<file path="config.mk">
export PLATFORM = sky130hd
export DESIGN_NAME = display_update_scheduler_flat
export DESIGN_NICKNAME = d
export VERILOG_FILES = /design/src/rtl/display_update_scheduler_if.sv /design/src/rtl/display_update_scheduler.sv /design/src/flat_wrapper.sv
export SDC_FILE = /design/constraint.sdc
export NUM_CORES = 1
export LEC_CHECK = 0
export ABC_CLOCK_PERIOD_IN_PS = 2500
export CAP_MARGIN = 0
export CORE_MARGIN = 2
export CORE_UTILIZATION = 50
export DETAILED_ROUTE_END_ITERATION = 10
export PLACE_DENSITY = 0.79
export SYNTH_ARGS = -nofsm -noshare
export SYNTH_HDL_FRONTEND = slang
export SYNTH_SLANG_ARGS = --single-unit
</file>
<file path="constraint.sdc">
create_clock -name i_clk -period 2.5 [get_ports i_clk]
set_input_delay 0.25 -clock i_clk [delete_from_list [all_inputs] [get_ports i_clk]]
set_output_delay 0.25 -clock i_clk [all_outputs]
set_load 0.02 [all_outputs]
</file>
<file path="src/rtl/display_update_scheduler_if.sv">
// rtl/display_update_scheduler_if.sv - request-side link between the update scheduler and output_wrapper
interface display_update_scheduler_if;
  logic       stb;
  logic       write_config;
  logic [4:0] hours;
  logic [5:0] minutes;
  logic [5:0] seconds;
  logic [5:0] dp;
  logic       busy;
  logic       ack;

  modport master (
    output stb, write_config, hours, minutes, seconds, dp,
    input  busy, ack
  );

  modport slave (
    input  stb, write_config, hours, minutes, seconds, dp,
    output busy, ack
  );
endinterface

</file>
<file path="src/rtl/display_update_scheduler.sv">
// rtl/display_update_scheduler.sv - arbitrates config/time/refresh display updates; DISPLAY_SCHED_TIMEOUT_EN adds a WAIT timeout
module display_update_scheduler #(
  parameter int unsigned REFRESH_CYCLES     = 50_000_000,
  parameter int unsigned CONFIG_REFRESH_DIV = 16,
  parameter int unsigned TIMEOUT_CYCLES     = 4096
) (
  input  logic                              i_clk,
  input  logic                              i_reset_n,
  input  logic                              i_time_stb,
  input  logic                              i_config_stb,
  input  logic [4:0]                        i_hours,
  input  logic [5:0]                        i_minutes,
  input  logic [5:0]                        i_seconds,
  input  logic [5:0]                        i_dp,
  display_update_scheduler_if.master        disp,
  output logic                              o_busy,
  output logic                              o_timeout
);

  localparam int unsigned REF_W = $clog2(REFRESH_CYCLES);
  localparam int unsigned DIV_W = $clog2(CONFIG_REFRESH_DIV + 1);
  localparam logic [REF_W-1:0] REF_LAST = REF_W'(REFRESH_CYCLES - 1);
  localparam logic [DIV_W-1:0] DIV_LAST = DIV_W'(CONFIG_REFRESH_DIV - 1);

  typedef enum logic [1:0] {
    S_IDLE  = 2'd0,
    S_ISSUE = 2'd1,
    S_WAIT  = 2'd2
  } state_t;

  state_t           state_q;
  state_t           state_d;
  logic             issue;
  logic             timeout_hit;
  logic             pend_cfg;
  logic             pend_time;
  logic             pend_ref;
  logic [REF_W-1:0] ref_cnt;
  logic [DIV_W-1:0] div_cnt;
  logic             ref_wrap;
  logic             refresh_cfg;
  logic             refresh_dig;
  logic             issue_dig;

  assign ref_wrap    = (ref_cnt == REF_LAST);
  assign refresh_cfg = ref_wrap && (div_cnt == DIV_LAST);
  assign refresh_dig = ref_wrap && (div_cnt != DIV_LAST);
  assign issue_dig   = issue && !pend_cfg;

  assign o_busy   = (state_q != S_IDLE);
  assign disp.stb = (state_q == S_ISSUE);

  // Free-running refresh timer; every Nth wrap asks for a config rewrite instead of digits
  always_ff @(posedge i_clk) begin
    if (!i_reset_n) begin
      ref_cnt <= '0;
      div_cnt <= '0;
    end else if (ref_wrap) begin
      ref_cnt <= '0;
      div_cnt <= (div_cnt == DIV_LAST) ? '0 : div_cnt + 1'b1;
    end else begin
      ref_cnt <= ref_cnt + 1'b1;
    end
  end

  // Pending request flags: cleared on issue, a new request in the same cycle re-sets them
  always_ff @(posedge i_clk) begin
    if (!i_reset_n) begin
      pend_cfg  <= 1'b1;
      pend_time <= 1'b0;
      pend_ref  <= 1'b0;
    end else begin
      pend_cfg  <= (pend_cfg && !issue) || i_config_stb || refresh_cfg || timeout_hit;
      pend_time <= (pend_time && !issue_dig) || i_time_stb;
      pend_ref  <= (pend_ref && !issue_dig) || refresh_dig;
    end
  end

  // State register
  always_ff @(posedge i_clk) begin
    if (!i_reset_n) state_q <= S_IDLE;
    else            state_q <= state_d;
  end

  // Next-state logic and issue decision
  always_comb begin
    state_d = state_q;
    issue   = 1'b0;
    unique case (state_q)
      S_IDLE: begin
        if ((pend_cfg || pend_time || pend_ref) && !disp.busy) begin
          state_d = S_ISSUE;
          issue   = 1'b1;
        end
      end
      S_ISSUE: state_d = S_WAIT;
      S_WAIT: begin
        if (disp.ack || timeout_hit) state_d = S_IDLE;
      end
      default: state_d = S_IDLE;
    endcase
  end

  // Latch request type and, for digit writes, a coherent snapshot of the time
  always_ff @(posedge i_clk) begin
    if (!i_reset_n) begin
      disp.write_config <= 1'b0;
      disp.hours        <= '0;
      disp.minutes      <= '0;
      disp.seconds      <= '0;
      disp.dp           <= '0;
    end else if (issue) begin
      disp.write_config <= pend_cfg;
      if (!pend_cfg) begin
        disp.hours   <= i_hours;
        disp.minutes <= i_minutes;
        disp.seconds <= i_seconds;
        disp.dp      <= i_dp;
      end
    end
  end

`ifdef DISPLAY_SCHED_TIMEOUT_EN
  localparam int unsigned TO_W = $clog2(TIMEOUT_CYCLES + 1);
  localparam logic [TO_W-1:0] TO_LAST = TO_W'(TIMEOUT_CYCLES - 1);

  logic [TO_W-1:0] wait_cnt;

  assign timeout_hit = (state_q == S_WAIT) && !disp.ack && (wait_cnt == TO_LAST);

  // Cycles spent waiting for ack; restarts each time a strobe goes out
  always_ff @(posedge i_clk) begin
    if (!i_reset_n)               wait_cnt <= '0;
    else if (state_q == S_ISSUE)  wait_cnt <= '0;
    else if (state_q == S_WAIT)   wait_cnt <= wait_cnt + 1'b1;
  end

  // One-cycle abort indication
  always_ff @(posedge i_clk) begin
    if (!i_reset_n) o_timeout <= 1'b0;
    else            o_timeout <= timeout_hit;
  end
`else
  assign timeout_hit = 1'b0;
  // The timeout length has no meaning in this build; the output is constant low
  assign o_timeout   = (TIMEOUT_CYCLES == 0) ? 1'b0 : 1'b0;
`endif

endmodule

</file>
<file path="src/flat_wrapper.sv">
// flat-port wrapper written by rule: the top's interface ports become plain ports
module display_update_scheduler_flat 
#(
  parameter int unsigned REFRESH_CYCLES     = 50_000_000,
  parameter int unsigned CONFIG_REFRESH_DIV = 16,
  parameter int unsigned TIMEOUT_CYCLES     = 4096
)
  (i_clk, i_reset_n, i_time_stb, i_config_stb, i_hours, i_minutes, i_seconds, i_dp, o_busy, o_timeout, disp_stb, disp_write_config, disp_hours, disp_minutes, disp_seconds, disp_dp, disp_busy, disp_ack);
  display_update_scheduler_if disp_i ();
  input  logic i_clk;
  input  logic i_reset_n;
  input  logic i_time_stb;
  input  logic i_config_stb;
  input  logic [4:0] i_hours;
  input  logic [5:0] i_minutes;
  input  logic [5:0] i_seconds;
  input  logic [5:0] i_dp;
  output logic o_busy;
  output logic o_timeout;
  output wire logic [$bits(disp_i.stb)-1:0] disp_stb;
  output wire logic [$bits(disp_i.write_config)-1:0] disp_write_config;
  output wire logic [$bits(disp_i.hours)-1:0] disp_hours;
  output wire logic [$bits(disp_i.minutes)-1:0] disp_minutes;
  output wire logic [$bits(disp_i.seconds)-1:0] disp_seconds;
  output wire logic [$bits(disp_i.dp)-1:0] disp_dp;
  input wire logic [$bits(disp_i.busy)-1:0] disp_busy;
  input wire logic [$bits(disp_i.ack)-1:0] disp_ack;
  assign disp_stb = disp_i.stb;
  assign disp_write_config = disp_i.write_config;
  assign disp_hours = disp_i.hours;
  assign disp_minutes = disp_i.minutes;
  assign disp_seconds = disp_i.seconds;
  assign disp_dp = disp_i.dp;
  assign disp_i.busy = disp_busy;
  assign disp_i.ack = disp_ack;
  display_update_scheduler #(.REFRESH_CYCLES(REFRESH_CYCLES), .CONFIG_REFRESH_DIV(CONFIG_REFRESH_DIV), .TIMEOUT_CYCLES(TIMEOUT_CYCLES)) u_core (.i_clk(i_clk), .i_reset_n(i_reset_n), .i_time_stb(i_time_stb), .i_config_stb(i_config_stb), .i_hours(i_hours), .i_minutes(i_minutes), .i_seconds(i_seconds), .i_dp(i_dp), .disp(disp_i), .o_busy(o_busy), .o_timeout(o_timeout));
endmodule
</file>
# Word-level counts from Yosys, hierarchy flattened
# Index checks and enable logic that the tools add are counted.
dict set report op_classes {
  addsub 2
  bitwise 2
  eq_ne 7
  n_mux 6
  reduce_logical 22
}
# op count
set ops {}
lappend ops {{26-bit by 1-bit adder with 26-bit output (second input constant)} 1}
lappend ops {{26-bit equality test (second input constant)} 1}
lappend ops {{1-bit logical AND} 7}
lappend ops {{1-bit logical OR} 6}
lappend ops {{2-bit one-hot mux with 3 select lines} 1}
lappend ops {{5-bit by 1-bit adder with 5-bit output (second input constant)} 1}
lappend ops {{5-bit by 4-bit equality test with 1-bit output (second input constant)} 1}
lappend ops {{5-bit two-way mux} 1}
lappend ops {{5-bit by 4-bit inequality test with 1-bit output (second input constant)} 1}
lappend ops {{1-bit logical NOT} 4}
lappend ops {{2-bit two-way mux} 2}
lappend ops {{2-bit AND reduction} 2}
lappend ops {{2-bit by 1-bit equality test with 1-bit output (second input constant)} 1}
lappend ops {{2-bit equality test (second input constant)} 1}
lappend ops {{2-bit logical NOT} 1}
lappend ops {{1-bit two-way mux} 2}
lappend ops {{2-bit by 1-bit inequality test with 1-bit output (second input constant)} 1}
lappend ops {{2-bit inequality test (second input constant)} 1}
lappend ops {{1-bit NOT} 2}
lappend ops {{2-bit nonzero test} 1}
lappend ops {{2-bit OR reduction} 1}
dict set report word_totals {
  reg_bits 60
  wordCells 50
  input_bits 29
  output_inout_bits 27
}

# Depth between registers and ports, before layout
dict set report depth {
  ltp_word 9
  mapped_depth 7
}

# Worst setup path before layout
# Ideal clock, no wire load.
dict set report synth_timing {
  kind {register to register}
  startpoint {register u_core.ref_cnt[0]}
  endpoint {register u_core.ref_cnt[22]}
  arrival_time_ns 1.879
  period_less_slack_ns 1.945
  stages_incl_launch_ff 7
  path_slack_ns 0.555
  n_path_buf 1
  setup_time_ns 0.066
  cell_sequence {dfxtp_1 -> ha_1 -> nand4_2 -> or3_1 -> buf_6 -> or4_4 -> a21oi_2}
}
dict set report synth_between {
  elab_chain_cells 2
}
# element line
set synth_rtl {}
lappend synth_rtl {{from (decl)} display_update_scheduler.sv:38} ;# logic [REF_W-1:0] ref_cnt;
lappend synth_rtl {{from (signal assigned)} display_update_scheduler.sv:62} ;# ref_cnt <= ref_cnt + 1'b1;
lappend synth_rtl {{parallel branches: the longest is 2 deep, another holds 26-bit by 1-bit adder with 26-bit output} --}
# Several ways; the timed one is not identified.
# A chain may end at the register's enable or synchronous reset.

# Worst setup path after layout
dict set report layout_timing {
  startpoint {register u_core.ref_cnt[0]}
  endpoint {register u_core.div_cnt[0]}
}
dict set report layout_between {
  elab_chain_cells 1
}
# element line
set layout_rtl {}
lappend layout_rtl {{26-bit equality test} display_update_scheduler.sv:45} ;# assign ref_wrap = (ref_cnt == REF_LAST);
lappend layout_rtl {{to (signal assigned)} display_update_scheduler.sv:60} ;# div_cnt <= (div_cnt == DIV_LAST) ? '0 : div_cnt + 1'b1;
lappend layout_rtl {{to (decl)} display_update_scheduler.sv:39} ;# logic [DIV_W-1:0] div_cnt;
# Every way passes these cells.

==> out/summary.txt <==
Min-Delay Startpoint = u_core.div_cnt[4]
setup violators final = 0
Slowest Stage Delay on Critical Path = 0.55 ns
CP endpoint = u_core.div_cnt[0]
worst-path fanout max = 11
Final Cycle Share = 83.9%
Synth area leader = dfxtp_1
CP Class = reg2reg
WP depth = 5
M2 GR Usage = 30.2%
DP HPWL = 3600 um
DRC Markers = 0
Worst Clk Skew = 0.00713 ns
GR Util All Layers = 19.0%
die extent in y = 76.4 um
Final Total Pwr = 0.00198 W
Initial DRC Count = 132
Worst EP required = 2.75 ns
Vias = 2,076
vias per cell = 5.28
Starting Density = 51.6%
post-synth cell types = 48
Setup TNS Final = 0 ns
CTS HTree Levels = 3
final hold viol count = 0
slowest CP cell = or3_1
DR pass1 iterations = 4
clk slew on worst S/H paths = 0.06 ns
synth top area cells = dfxtp_1 46%, mux2i_1 9.2%, nor2b_1 6.5%, xnor2_1 3.3%, nor2_1 2.4%
initial antenna violation count = 0
Clock Path Buffers = 2
worst reg2reg endpoint = u_core.div_cnt[0]
critical path's top delay family = simple AND/OR/NAND/NOR gates
grt met3 use = 4.98%
yosys warns = 0
register area share after synthesis = 45.9%
crit start category = flop
Post-synth EDFFs = 0
Max Cap Viol = 0
pwr dens = 586 nW/um2
largest net degree at the start of global routing = 26
Worst Hold Slack = 0.474 ns
wire per inst = 13.3 um
Slew Limit Fails = 0
nets@finish = 351
final wirelength = 5220 um
cts repair resizes = 0
routability congestion estimate = 0.774
met1 Use GR = 24.3%
flop-to-flop setup slack = 0.40 ns
post-synthesis cell area = 2620 um2
layout cell share with drive strength beyond 1 = 9.29%
Synth top area share = 45.9%
Peak VDD IR = 374 uV
root buffer cell = clkbuf_8
Diodes inserted = 0
Cells after Synth = 267
CTS tree = done
Bufs and invs on worst path = 0
Worst Setup SP = u_core.ref_cnt[0]
vias in the first global route = 2,022
number of I/O port buffers = 54
Max Freq = 0.477 GHz
Top Ports = 56
CTS Buf Count = 9
Multi-input gate area = 1310 um2
Synth Flop Type = dfxtp_1
Routed Antenna Nets = 0
layout filler cell count = 427
clock latency on the worst-skew pair = 0.32 ns
Layout area overhead = 29.2%
CP cell instances = ha_1 > nand4_2 > or3_1 > or4_1 > a21boi_1
gr busiest metal = met2
worst reg-to-reg path cell count = 5
die width = 76.4 um
r2r startpoint = u_core.ref_cnt[0]
post-CTS setup buffers = 0
register area = 1200 um2
leakage = 1.09 nW
FF+latch count, synth = 60
CTS hold repair buffers = 0
Die Area = 5830 um2
Avg Inst Size Synth = 9.81 um2
first-pass GRT wire length = 8950 um
Synth Net Count = 298
CP endpoint kind = flop
outcome = finished, final reports clean
Site Rows = 26
Hold WC Path Type = reg2reg
RSZ-0062 raised after global routing = no
CTS Sinks = 60
GR Overflow Total = 0
Worst Path Arrival = 2.35 ns
core outline area = 5070 um2
minimum clock period = 2.10 ns
Post-synth ARST share = 0%
## registers in the layout (all words and copies together) (netlist names)
name                      flops
u_core.ref_cnt               26
u_core.disp.dp                6
u_core.disp.minutes           6
u_core.disp.seconds           6
u_core.disp.hours             5
u_core.div_cnt                5
u_core.state_q                2
u_core.disp.write_config      1
u_core.pend_cfg               1
u_core.pend_ref               1
u_core.pend_time              1
## cells in the mapped netlist, drive strengths merged (5+ instances only)
library cell,count
or3,8
or4,10
nand4,8
nor2,17
nand2,9
o21ai,8
xnor2,10
nor2b,27
o31ai,8
clkbuf,7
dfxtp,60
buf,8
mux2i,24
a21oi,11
nand3,10
inv,5
## tightest hold or removal path, cell delays in order (launching register included)
cell	delay (ns)
dfxtp_1	0.31
nand2_1	0.07
a41oi_1	0.05
## routing by layer
layer,share of wire (%),routed length (um)
met3,4.1,212
met1,46,2410
met2,48,2490
met5,0,0
met4,1.9,97
## cells by family (layout without fill, tap and decap cells)
family / count (synthesis) / after routing / share of synthesized area, %
AOI/OAI and AO/OA: 36 / 36 / 9.03
xor gates and xnor gates: 13 / 13 / 4.35
adders and majority gates: 2 / 2 / 0.955
buffers and inverters: 20 / 76 / 4.30
DFF: 60 / 60 / 45.9
muxes: 24 / 24 / 9.17
other: 1 / 1 / 0.143
and+or+nand+nor: 111 / 111 / 26.2
## worst min-delay path by stage
stage | endpoint | slack [ns] | cells after the start
floorplan | u_core.pend_time | 0.37 | 1
global placement | u_core.div_cnt[4] | 0.42 | 2
detailed placement | u_core.div_cnt[4] | 0.46 | 2
CTS | u_core.div_cnt[4] | 0.48 | 2
global route | u_core.ref_cnt[0] | 0.50 | 1
finish | u_core.div_cnt[4] | 0.47 | 2
## layout by cell type (no fill, tap or decap), types with 2 or more instances in the layout
cell,netlist,routed
dfxtp_1,60,60
clkdlybuf4s50_1,0,54
nor2b_1,27,27
mux2i_1,24,24
nor2_1,17,17
clkbuf_8,0,11
xnor2_1,10,10
nand2_1,9,9
nand3_1,9,9
a21oi_1,9,9
o31ai_1,8,8
o21ai_0,7,7
or4_1,7,7
nand4_1,6,6
or3_1,6,6
inv_1,5,5
nor4_1,4,4
or4_4,3,3
nor3_1,3,3
and2_1,3,3
xor2_1,3,3
nor4b_1,2,2
nand4_2,2,2
a21boi_1,2,2
a21oi_2,2,2
or3_2,2,2
o21a_1,2,2
a21boi_0,2,2
ha_1,2,2
buf_4,3,2
## power by group
group / internal, W / switching [W]
clock: 0.000502 / 0.000337
combinational: 0.0000914 / 0.0000649
sequential: 0.000974 / 0.0000131
## through the flow
step / cell area (um2) / setup slack, ns / utilization, % / instances
2_1_floorplan: 2620 / 0.555 / - / 267
3_3_place_gp: 3190 / 0.471 / 62.9 / 379
3_5_place_dp: 3190 / 0.435 / 62.9 / 379
4_1_cts: 3380 / 0.404 / 66.7 / 393
5_1_grt: 3380 / 0.222 / 66.7 / 393
6_report: 3380 / 0.403 / 66.7 / 393
## cell type report
class                   count  area share (%)
clock inverters             2            1.04
inverters                   5           0.555
flip-flops and latches     60            35.5
multi-input cells         187            38.7
clock buffers              12            4.58
repair buffers             57            17.0
well taps                  70            2.59
(Power assumes the default switching activity.)
